$ cat src/rtl/forward_feed_reg_pkg.sv
// Shared definitions for the neural-burning pipeline stages: default bus
// widths and the elastic-stage state encoding.
package forward_feed_reg_pkg;

    localparam int FFR_SIZE          = 3;
    localparam int FFR_DATA_SIZE     = 16;
    localparam int FFR_FWD_CTRL_SIZE = 32 * 3 + 4;

    typedef enum logic [1:0] {
        EMPTY = 2'd0,
        ONE   = 2'd1,
        FULL  = 2'd2
    } fifo_state_e;

    // Width of one concatenated bundle: three lane buses plus the control word.
    function automatic int bundle_width(input int size, input int data_size,
                                        input int fwd_ctrl_size);
        return 3 * size * data_size + fwd_ctrl_size;
    endfunction

endpackage

$ cat src/rtl/forward_feed_reg_if.sv
// Forward bundle bus: upstream valid/ready side plus downstream valid/ready side.
// The stage itself takes the slave view; the producer/consumer takes the master view.
interface forward_feed_reg_if
    import forward_feed_reg_pkg::*;
#(
    parameter int size                  = FFR_SIZE,
    parameter int data_size             = FFR_DATA_SIZE,
    parameter int forward_controll_size = FFR_FWD_CTRL_SIZE
) ();

    logic                             in_valid;
    logic                             in_ready;
    logic [size*data_size-1:0]        activation_in;
    logic [size*data_size-1:0]        z_in;
    logic [size*data_size-1:0]        predict_value_in;
    logic [forward_controll_size-1:0] forward_controll_in;

    logic                             out_valid;
    logic                             out_ready;
    logic [size*data_size-1:0]        activation_out;
    logic [size*data_size-1:0]        z_out;
    logic [size*data_size-1:0]        predict_value_out;
    logic [forward_controll_size-1:0] forward_controll_out;

    modport slave (
        input  in_valid, activation_in, z_in, predict_value_in, forward_controll_in,
        input  out_ready,
        output in_ready,
        output out_valid, activation_out, z_out, predict_value_out, forward_controll_out
    );

    modport master (
        output in_valid, activation_in, z_in, predict_value_in, forward_controll_in,
        output out_ready,
        input  in_ready,
        input  out_valid, activation_out, z_out, predict_value_out, forward_controll_out
    );

endinterface

$ cat src/rtl/forward_feed_reg_store.sv
// forward_bundle_store: one resettable, enable-loaded register holding a full
// concatenated forward bundle. Used for both the head and the skid entry.
module forward_bundle_store #(
    parameter int WIDTH = 1
) (
    input  logic             clk,
    input  logic             reset,
    input  logic             load_i,
    input  logic [WIDTH-1:0] d_i,
    output logic [WIDTH-1:0] q_o
);

    logic [WIDTH-1:0] data_q;

    always_ff @(posedge clk or posedge reset) begin
        if (reset) begin
            data_q <= '0;
        end else if (load_i) begin
            data_q <= d_i;
        end
    end

    assign q_o = data_q;

endmodule

$ cat src/rtl/forward_feed_reg.sv
// forward_feed_reg: 2-entry elastic stage for forward bundles. The head entry
// drives the outputs directly; the skid entry absorbs one bundle under stall.
module forward_feed_reg
    import forward_feed_reg_pkg::*;
#(
    parameter int size                  = FFR_SIZE,
    parameter int data_size             = FFR_DATA_SIZE,
    parameter int forward_controll_size = FFR_FWD_CTRL_SIZE
) (
    input  logic                  clk,
    input  logic                  reset,
    input  logic                  flush,
    output logic [1:0]            occupancy,
    forward_feed_reg_if.slave     bus
);

    localparam int LANE_W   = size * data_size;
    localparam int BUNDLE_W = bundle_width(size, data_size, forward_controll_size);

    fifo_state_e         state_q, state_d;
    logic                push, pop;
    logic                head_load, skid_load, head_from_skid;
    logic [BUNDLE_W-1:0] in_bundle, head_d, head_q, skid_q;

    assign in_bundle = {bus.forward_controll_in, bus.predict_value_in,
                        bus.z_in, bus.activation_in};

    // Handshakes come from registered state only, so no input reaches them.
    assign bus.in_ready  = (state_q != FULL);
    assign bus.out_valid = (state_q != EMPTY);
    assign occupancy     = state_q;

    assign push = bus.in_valid && bus.in_ready;
    assign pop  = bus.out_valid && bus.out_ready;

    always_ff @(posedge clk or posedge reset) begin
        if (reset) begin
            state_q <= EMPTY;
        end else begin
            state_q <= state_d;
        end
    end

    always_comb begin
        state_d        = state_q;
        head_load      = 1'b0;
        skid_load      = 1'b0;
        head_from_skid = 1'b0;
        if (flush) begin
            state_d = EMPTY;
        end else begin
            case (state_q)
                EMPTY: begin
                    if (push) begin
                        state_d   = ONE;
                        head_load = 1'b1;
                    end
                end
                ONE: begin
                    if (push && !pop) begin
                        state_d   = FULL;
                        skid_load = 1'b1;
                    end else if (!push && pop) begin
                        state_d = EMPTY;
                    end else if (push && pop) begin
                        head_load = 1'b1;
                    end
                end
                FULL: begin
                    if (pop) begin
                        state_d        = ONE;
                        head_load      = 1'b1;
                        head_from_skid = 1'b1;
                    end
                end
                default: begin
                    state_d = EMPTY;
                end
            endcase
        end
    end

    assign head_d = head_from_skid ? skid_q : in_bundle;

    forward_bundle_store #(.WIDTH(BUNDLE_W)) u_head (
        .clk    (clk),
        .reset  (reset),
        .load_i (head_load),
        .d_i    (head_d),
        .q_o    (head_q)
    );

    forward_bundle_store #(.WIDTH(BUNDLE_W)) u_skid (
        .clk    (clk),
        .reset  (reset),
        .load_i (skid_load),
        .d_i    (in_bundle),
        .q_o    (skid_q)
    );

    assign bus.activation_out       = head_q[LANE_W-1:0];
    assign bus.z_out                = head_q[2*LANE_W-1:LANE_W];
    assign bus.predict_value_out    = head_q[3*LANE_W-1:2*LANE_W];
    assign bus.forward_controll_out = head_q[BUNDLE_W-1:3*LANE_W];

endmodule

$ cat src/flat_wrapper.sv
// flat-port wrapper written by rule: the top's interface ports become plain ports
module forward_feed_reg_flat import forward_feed_reg_pkg::*;
#(
    parameter int size                  = FFR_SIZE,
    parameter int data_size             = FFR_DATA_SIZE,
    parameter int forward_controll_size = FFR_FWD_CTRL_SIZE
)
  (clk, reset, flush, occupancy, bus_in_valid, bus_activation_in, bus_z_in, bus_predict_value_in, bus_forward_controll_in, bus_out_ready, bus_in_ready, bus_out_valid, bus_activation_out, bus_z_out, bus_predict_value_out, bus_forward_controll_out);
  forward_feed_reg_if #(.size(size), .data_size(data_size), .forward_controll_size(forward_controll_size)) bus_i ();
  input  logic clk;
  input  logic reset;
  input  logic flush;
  output logic [1:0] occupancy;
  input wire logic [$bits(bus_i.in_valid)-1:0] bus_in_valid;
  input wire logic [$bits(bus_i.activation_in)-1:0] bus_activation_in;
  input wire logic [$bits(bus_i.z_in)-1:0] bus_z_in;
  input wire logic [$bits(bus_i.predict_value_in)-1:0] bus_predict_value_in;
  input wire logic [$bits(bus_i.forward_controll_in)-1:0] bus_forward_controll_in;
  input wire logic [$bits(bus_i.out_ready)-1:0] bus_out_ready;
  output wire logic [$bits(bus_i.in_ready)-1:0] bus_in_ready;
  output wire logic [$bits(bus_i.out_valid)-1:0] bus_out_valid;
  output wire logic [$bits(bus_i.activation_out)-1:0] bus_activation_out;
  output wire logic [$bits(bus_i.z_out)-1:0] bus_z_out;
  output wire logic [$bits(bus_i.predict_value_out)-1:0] bus_predict_value_out;
  output wire logic [$bits(bus_i.forward_controll_out)-1:0] bus_forward_controll_out;
  assign bus_i.in_valid = bus_in_valid;
  assign bus_i.activation_in = bus_activation_in;
  assign bus_i.z_in = bus_z_in;
  assign bus_i.predict_value_in = bus_predict_value_in;
  assign bus_i.forward_controll_in = bus_forward_controll_in;
  assign bus_i.out_ready = bus_out_ready;
  assign bus_in_ready = bus_i.in_ready;
  assign bus_out_valid = bus_i.out_valid;
  assign bus_activation_out = bus_i.activation_out;
  assign bus_z_out = bus_i.z_out;
  assign bus_predict_value_out = bus_i.predict_value_out;
  assign bus_forward_controll_out = bus_i.forward_controll_out;
  forward_feed_reg #(.size(size), .data_size(data_size), .forward_controll_size(forward_controll_size)) u_core (.clk(clk), .reset(reset), .flush(flush), .occupancy(occupancy), .bus(bus_i));
endmodule
$ cat config.mk
export PLATFORM = sky130hd
export DESIGN_NAME = forward_feed_reg_flat
export DESIGN_NICKNAME = d
export VERILOG_FILES = /design/src/rtl/forward_feed_reg_pkg.sv /design/src/rtl/forward_feed_reg_if.sv /design/src/rtl/forward_feed_reg_store.sv /design/src/rtl/forward_feed_reg.sv /design/src/flat_wrapper.sv
export SDC_FILE = /design/constraint.sdc
export NUM_CORES = 1
export LEC_CHECK = 0
export CORE_MARGIN = 2
export CORE_UTILIZATION = 35
export CTS_BUF_LIST = sky130_fd_sc_hd__clkbuf_4 sky130_fd_sc_hd__clkbuf_8 sky130_fd_sc_hd__clkbuf_16
export DETAILED_ROUTE_END_ITERATION = 8
export SKIP_CTS_REPAIR_TIMING = 1
export SYNTH_ARGS = -nofsm -noshare
export SYNTH_HDL_FRONTEND = slang
export SYNTH_SLANG_ARGS = --single-unit
$ cat constraint.sdc
create_clock -name clk -period 21.9 [get_ports clk]
set_input_delay 6.57 -clock clk [delete_from_list [all_inputs] [get_ports clk]]
set_output_delay 6.57 -clock clk [all_outputs]
set_load 0.02 [all_outputs]
# Word-level counts from Yosys, hierarchy flattened

Cells that the tools add are included.
W data, S select, Z words.

Output and inout bits: 248
Logic and storage cells: 38
Input bits: 249
Register bits: 490

Mux-type cells: 19
Reductions and logical operators: 10
Equality and inequality tests: 6

Operators by type and width:

| operator             | count |
|---|---|
| $mux W244            | 1 |
| $mux W1              | 11 |
| $mux W2              | 5 |
| $ne A3 B2 Y1 const B | 2 |
| $pmux W2 S3          | 1 |
| $logic_and A1 B1 Y1  | 5 |
| $ne A4 B2 Y1 const B | 1 |
| $pmux W1 S3          | 1 |
| $reduce_and A3 Y1    | 1 |
| $eq A2 B1 Y1 const B | 1 |
| $eq A2 B2 Y1 const B | 1 |
| $logic_not A1 Y1     | 2 |
| $logic_not A2 Y1     | 1 |
| $ne A2 B2 Y1 const B | 1 |
| $reduce_bool A2 Y1   | 1 |

# Longest topological paths before layout

Word-level depth: 8
Gate-level depth with buffers: 9
Gate-level depth less buffers: 7

# Hierarchy

A second synthesis with hierarchy kept.

Cell total of the unflattened synthesis: 1319
Area total of the unflattened synthesis: 23064.6 um^2

By module, submodules not included:

| module               | seq. area each (um^2) | times used | area each (um^2) | cells each |
|---|---|---|---|---|
| forward_bundle_store | 6105.9                | 2          | 9711.8           | 516 |
| forward_feed_reg     | 50.0                  | 1          | 3641.0           | 287 |

# Worst setup path before layout

OpenSTA, ideal clock, no wires.

Kind: in2reg
Start point: input port flush
End point: register u_core.u_head.data_q[0] (netlist: u_core.u_head.q_o[0])
Stages: 6
Required time: 21.775 ns
Slack: 13.875 ns
Data arrival time: 7.900 ns
Path through: nor4bb_1 buf_4 buf_6 buf_4 mux2_1 mux2_4

Word-level cells in the longest chain between the ends: 2

RTL lines:

| element                | RTL line                     | source |
|---|---|---|
| start: declaration     | flat_wrapper.sv:12           | `input logic flush;` |
| $mux W1                | forward_feed_reg.sv:49       | `if (flush) begin` |
| $mux W244              | forward_feed_reg.sv:83       | `assign head_d = head_from_skid ? skid_q : in_bundle;` |
| end signal: assignment | forward_feed_reg_store.sv:19 | `data_q <= d_i;` |
| end: declaration       | forward_feed_reg_store.sv:13 | `logic [WIDTH-1:0] data_q;` |

Several ways; a longest one is shown, not always the timed one.
A chain may end at the register's enable or synchronous reset.

# Worst setup path in the final report

Start point: input port bus_out_ready
End point: register u_core.u_skid.data_q[70] (netlist: u_core.u_skid.q_o[70])

Word-level cells in the longest chain between the ends: 6

RTL lines:

| element                | RTL line                     | source |
|---|---|---|
| start: declaration     | flat_wrapper.sv:19           | `input wire logic [$bits(bus_i.out_ready)-1:0] bus_out_ready;` |
| $logic_and A1 B1 Y1    | forward_feed_reg.sv:34       | `assign pop = bus.out_valid && bus.out_ready;` |
| $logic_not A1 Y1       | forward_feed_reg.sv:60       | `if (push && !pop) begin` |
| $logic_and A1 B1 Y1    | forward_feed_reg.sv:60       |  |
| $mux W1                | forward_feed_reg.sv:60       |  |
| $mux W1                | forward_feed_reg.sv:52       | `case (state_q)` |
| $mux W1                | forward_feed_reg.sv:49       |  |
| end signal: assignment | forward_feed_reg_store.sv:19 |  |
| end: declaration       | forward_feed_reg_store.sv:13 |  |

Every way passes these cells.

==> results.sh <==
export IMPL_regArea_sq_um=12300
export IMPL_critPathLaunchType="input port"
export IMPL_htreeDepth=2
export IMPL_vdd_drop_max_uv=74.6
export IMPL_std_cell_rows=90
export IMPL_syn_avg_cell_area_sq_um=16.2
export IMPL_grt_pass1_wl_microns=80700
export IMPL_multi_input_area_sq_um=8450
export IMPL_layout_drive_gt1_share_pct=35.8
export IMPL_synth_most_common_cell="mux2_2"
export IMPL_wl_microns=52100
export IMPL_synth_xor_area_share_pct=0
export IMPL_max_freq_mhz=103
export IMPL_grtUsageTotal_pct=16.3
export IMPL_r2r_end="u_core.u_skid.q_o[70]"
export IMPL_synth_edf_count=0
export IMPL_rsz0062_at_grt="no"
export IMPL_die_y_microns=251
export IMPL_dr_total_vias=12600
export IMPL_grt_pass1_vias=13700
export IMPL_ys_flop_type="dfrtp_1"
export IMPL_status="finished, final reports clean"
export IMPL_required_ns=22.37
export IMPL_critical_path_buf_inv_count=5
export IMPL_crit_top_cell="buf_4"
export IMPL_leakage_nw=11.7
export IMPL_synth_top_area_share_pct=57.3
export IMPL_cpLargestDelayFamily="buffers and inverters"
export IMPL_cap_violations=0
export IMPL_drv_slew=0
export IMPL_synth_top_family_by_area="multiplexers"
export IMPL_crit_fanout=62
export IMPL_slowest_stage="buf_4"
export IMPL_vias_per_cell=4.77
export IMPL_maxSlewHeadroom_pct=25.4
export IMPL_regToRegSetupSlack_ns=17.75
export IMPL_min_period_ns=9.74
export IMPL_stdcell_count=2645
export IMPL_clock_skew_ns=0.0111
export IMPL_synth_top_cell_by_area="dfrtp_1"
export IMPL_cpPeakStageDelay_ns=0.71
export IMPL_top_layer="met5"
export IMPL_yosysSeqAreaShare_pct=57.3
export IMPL_setup_slack_ns=12.16
export IMPL_synth_area_sq_um=21400
export IMPL_routedWlPerCell_microns=19.7
export IMPL_synthTopCellsByArea="dfrtp_1 57%, mux2_2 28%, mux2_1 10%, buf_6 1.3%, buf_4 0.77%"
export IMPL_cts_root_buf="clkbuf_16"
export IMPL_yosysWarnings=0
export IMPL_fin_nets=2062
export IMPL_crit_path_end="u_core.u_skid.q_o[70]"
export IMPL_finalCritPeriodShare_pct=44.5
export IMPL_reg2regPathDepth=9
export IMPL_gp_routability_congestion=0.752
export IMPL_synthCells=1322
export IMPL_p_per_area_nw_per_um2=105
export IMPL_dieArea_sq_um=63100
export IMPL_overflow=0
export IMPL_worstSetupPathType="input port to flip-flop"
export IMPL_fill_cells=5197
export IMPL_synthToLayoutAreaGrowth_pct=34.7
export IMPL_synth_compound_area_share_pct=0.117
export IMPL_ios=497
export IMPL_drt_initial_drc_count=368
export IMPL_end_kind="flip-flop"
export IMPL_ctsLongestPathBuffers=3
export IMPL_core_area_sq_um=60400
export IMPL_path_cells="clkdlybuf4s50_1 > and2_1 > inv_1 > ha_1 > nor3b_2 > buf_4 > buf_4 > buf_4 > mux2_2"
export IMPL_cp_depth=9
export IMPL_wl_met3_microns=3790
export IMPL_synth_common_cells="530 x mux2_2, 490 x dfrtp_1, 192 x mux2_1, 25 x buf_2, 24 x buf_6"
export IMPL_finalSetupViolations=0
export IMPL_clk_pin_slew_ns=0.06
export IMPL_crit_start="bus_out_ready"
export IMPL_cts_tree="built"
export IMPL_synth_seq_cells=490
export IMPL_async_flop_share_pct=100
export IMPL_place_ws_ns=11.45
export IMPL_post_route_drc_count=0
export IMPL_worst_pin_slew_ns=1.12
export IMPL_synth_fa_ha_area_share_pct=0.117
export IMPL_met1_length_microns=21400
export IMPL_die_w_microns=251
export IMPL_dp_cells=2536
export IMPL_synthSimpleGateAreaFrac_pct=0.333
export IMPL_clk_latency_ns=0.59
export IMPL_timing_rr_start="u_core.occupancy[0]"
export IMPL_dpl_hpwl_microns=34700
export IMPL_hold_viol=0
export IMPL_start_util_pct=35.4
export IMPL_synthMuxAreaShare_pct=38.7
export IMPL_port_buffers=496
export IMPL_ys_types=22
export IMPL_grt_start_max_net_pins=160
export IMPL_wl_met2_microns=25900
export IMPL_min_path_type="flip-flop to flip-flop"
export IMPL_drtAntennaViolNets=0
export IMPL_drt_pass1_iterations=4
export IMPL_cts_sinks=490
export IMPL_antenna_found_initial=11
export IMPL_setup_tns_ns=0
export IMPL_cts_buffers=55
export IMPL_synthesis_nets=1573
export IMPL_arrival_ns=10.20
## kinds of logic (layout without fill, tap and decap cells)
| group | after synthesis | in the layout |
|---|---|---|
| muxes | 733 | 733 |
| DFF | 490 | 490 |
| buffers and inverters | 83 | 618 |
| and+or+nand+nor | 11 | 11 |
| AOI/OAI and AO/OA | 3 | 3 |
| adders and majority gates | 2 | 2 |
| other | 0 | 6 |
## layout by cell type (no fill, tap or decap)
master / n
and2_1: 2
buf_12: 1
buf_4: 16
bufinv_16: 6
clkbuf_16: 57
clkbuf_4: 13
clkbuf_8: 15
clkdlybuf4s50_1: 496
clkinv_2: 5
clkinv_4: 1
clkinvlp_4: 5
dfrtp_1: 490
diode_2: 6
ha_1: 2
inv_1: 1
inv_8: 2
mux2_1: 192
mux2_2: 530
mux2_4: 10
mux2i_1: 1
nand2b_1: 3
nand4b_1: 1
nor2_1: 2
nor3b_2: 1
nor4bb_4: 1
o21a_1: 1
o22a_1: 1
o32ai_4: 1
or2_2: 1
## worst min-delay path by stage
stage | start | to | depth (start not counted)
after floorplan | u_core.u_skid.q_o[198] | u_core.u_skid.q_o[198] | 1
after global placement | u_core.u_skid.q_o[202] | u_core.u_skid.q_o[202] | 1
after detailed placement | u_core.u_skid.q_o[210] | u_core.u_skid.q_o[210] | 1
after CTS | u_core.u_skid.q_o[101] | u_core.u_skid.q_o[101] | 1
after global routing | u_core.u_skid.q_o[210] | u_core.u_skid.q_o[210] | 1
final | u_core.u_skid.q_o[210] | u_core.u_skid.q_o[210] | 1
## layout make-up
cell class                 instances  area share [%]
clock inverter                    18           0.912
tap                              782            3.40
inverter                           2          0.0521
sequential                       490            42.5
clock buffer                      85            6.00
antenna                            6          0.0521
multi-input combinational        749            29.3
timing repair buffer             513            17.7
## routing by layer
layer  track usage [%]  up-vias
li1                  -     5749
met1              19.6     6483
met2              27.5      301
met3              5.54       73
met4              4.86       10
met5                 0        -
## report_power, final
| part | total, mW | switching [mW] | internal [mW] |
|---|---|---|---|
| sequential | 1.28 | 0.124 | 1.16 |
| clock | 0.990 | 0.376 | 0.615 |
| combinational | 0.737 | 0.315 | 0.422 |
## flip-flops by register name (all words and copies together) (netlist names)
name,cells
u_core.u_skid.q_o,244
u_core.u_head.q_o,244
u_core.occupancy,2
## through the flow
stage	area (sq um)	hold slack, ns	utilization (%)	power, mW
after detailed placement	26800	0.473	44.4	2.05
after floorplan	21400	0.452	-	1.69
final	28800	0.481	47.7	3.01
after global routing	28800	0.492	47.7	3.17
after global placement	26800	0.462	44.4	2.02
after CTS	28800	0.486	47.7	3.06
(Power assumes the default switching activity.)
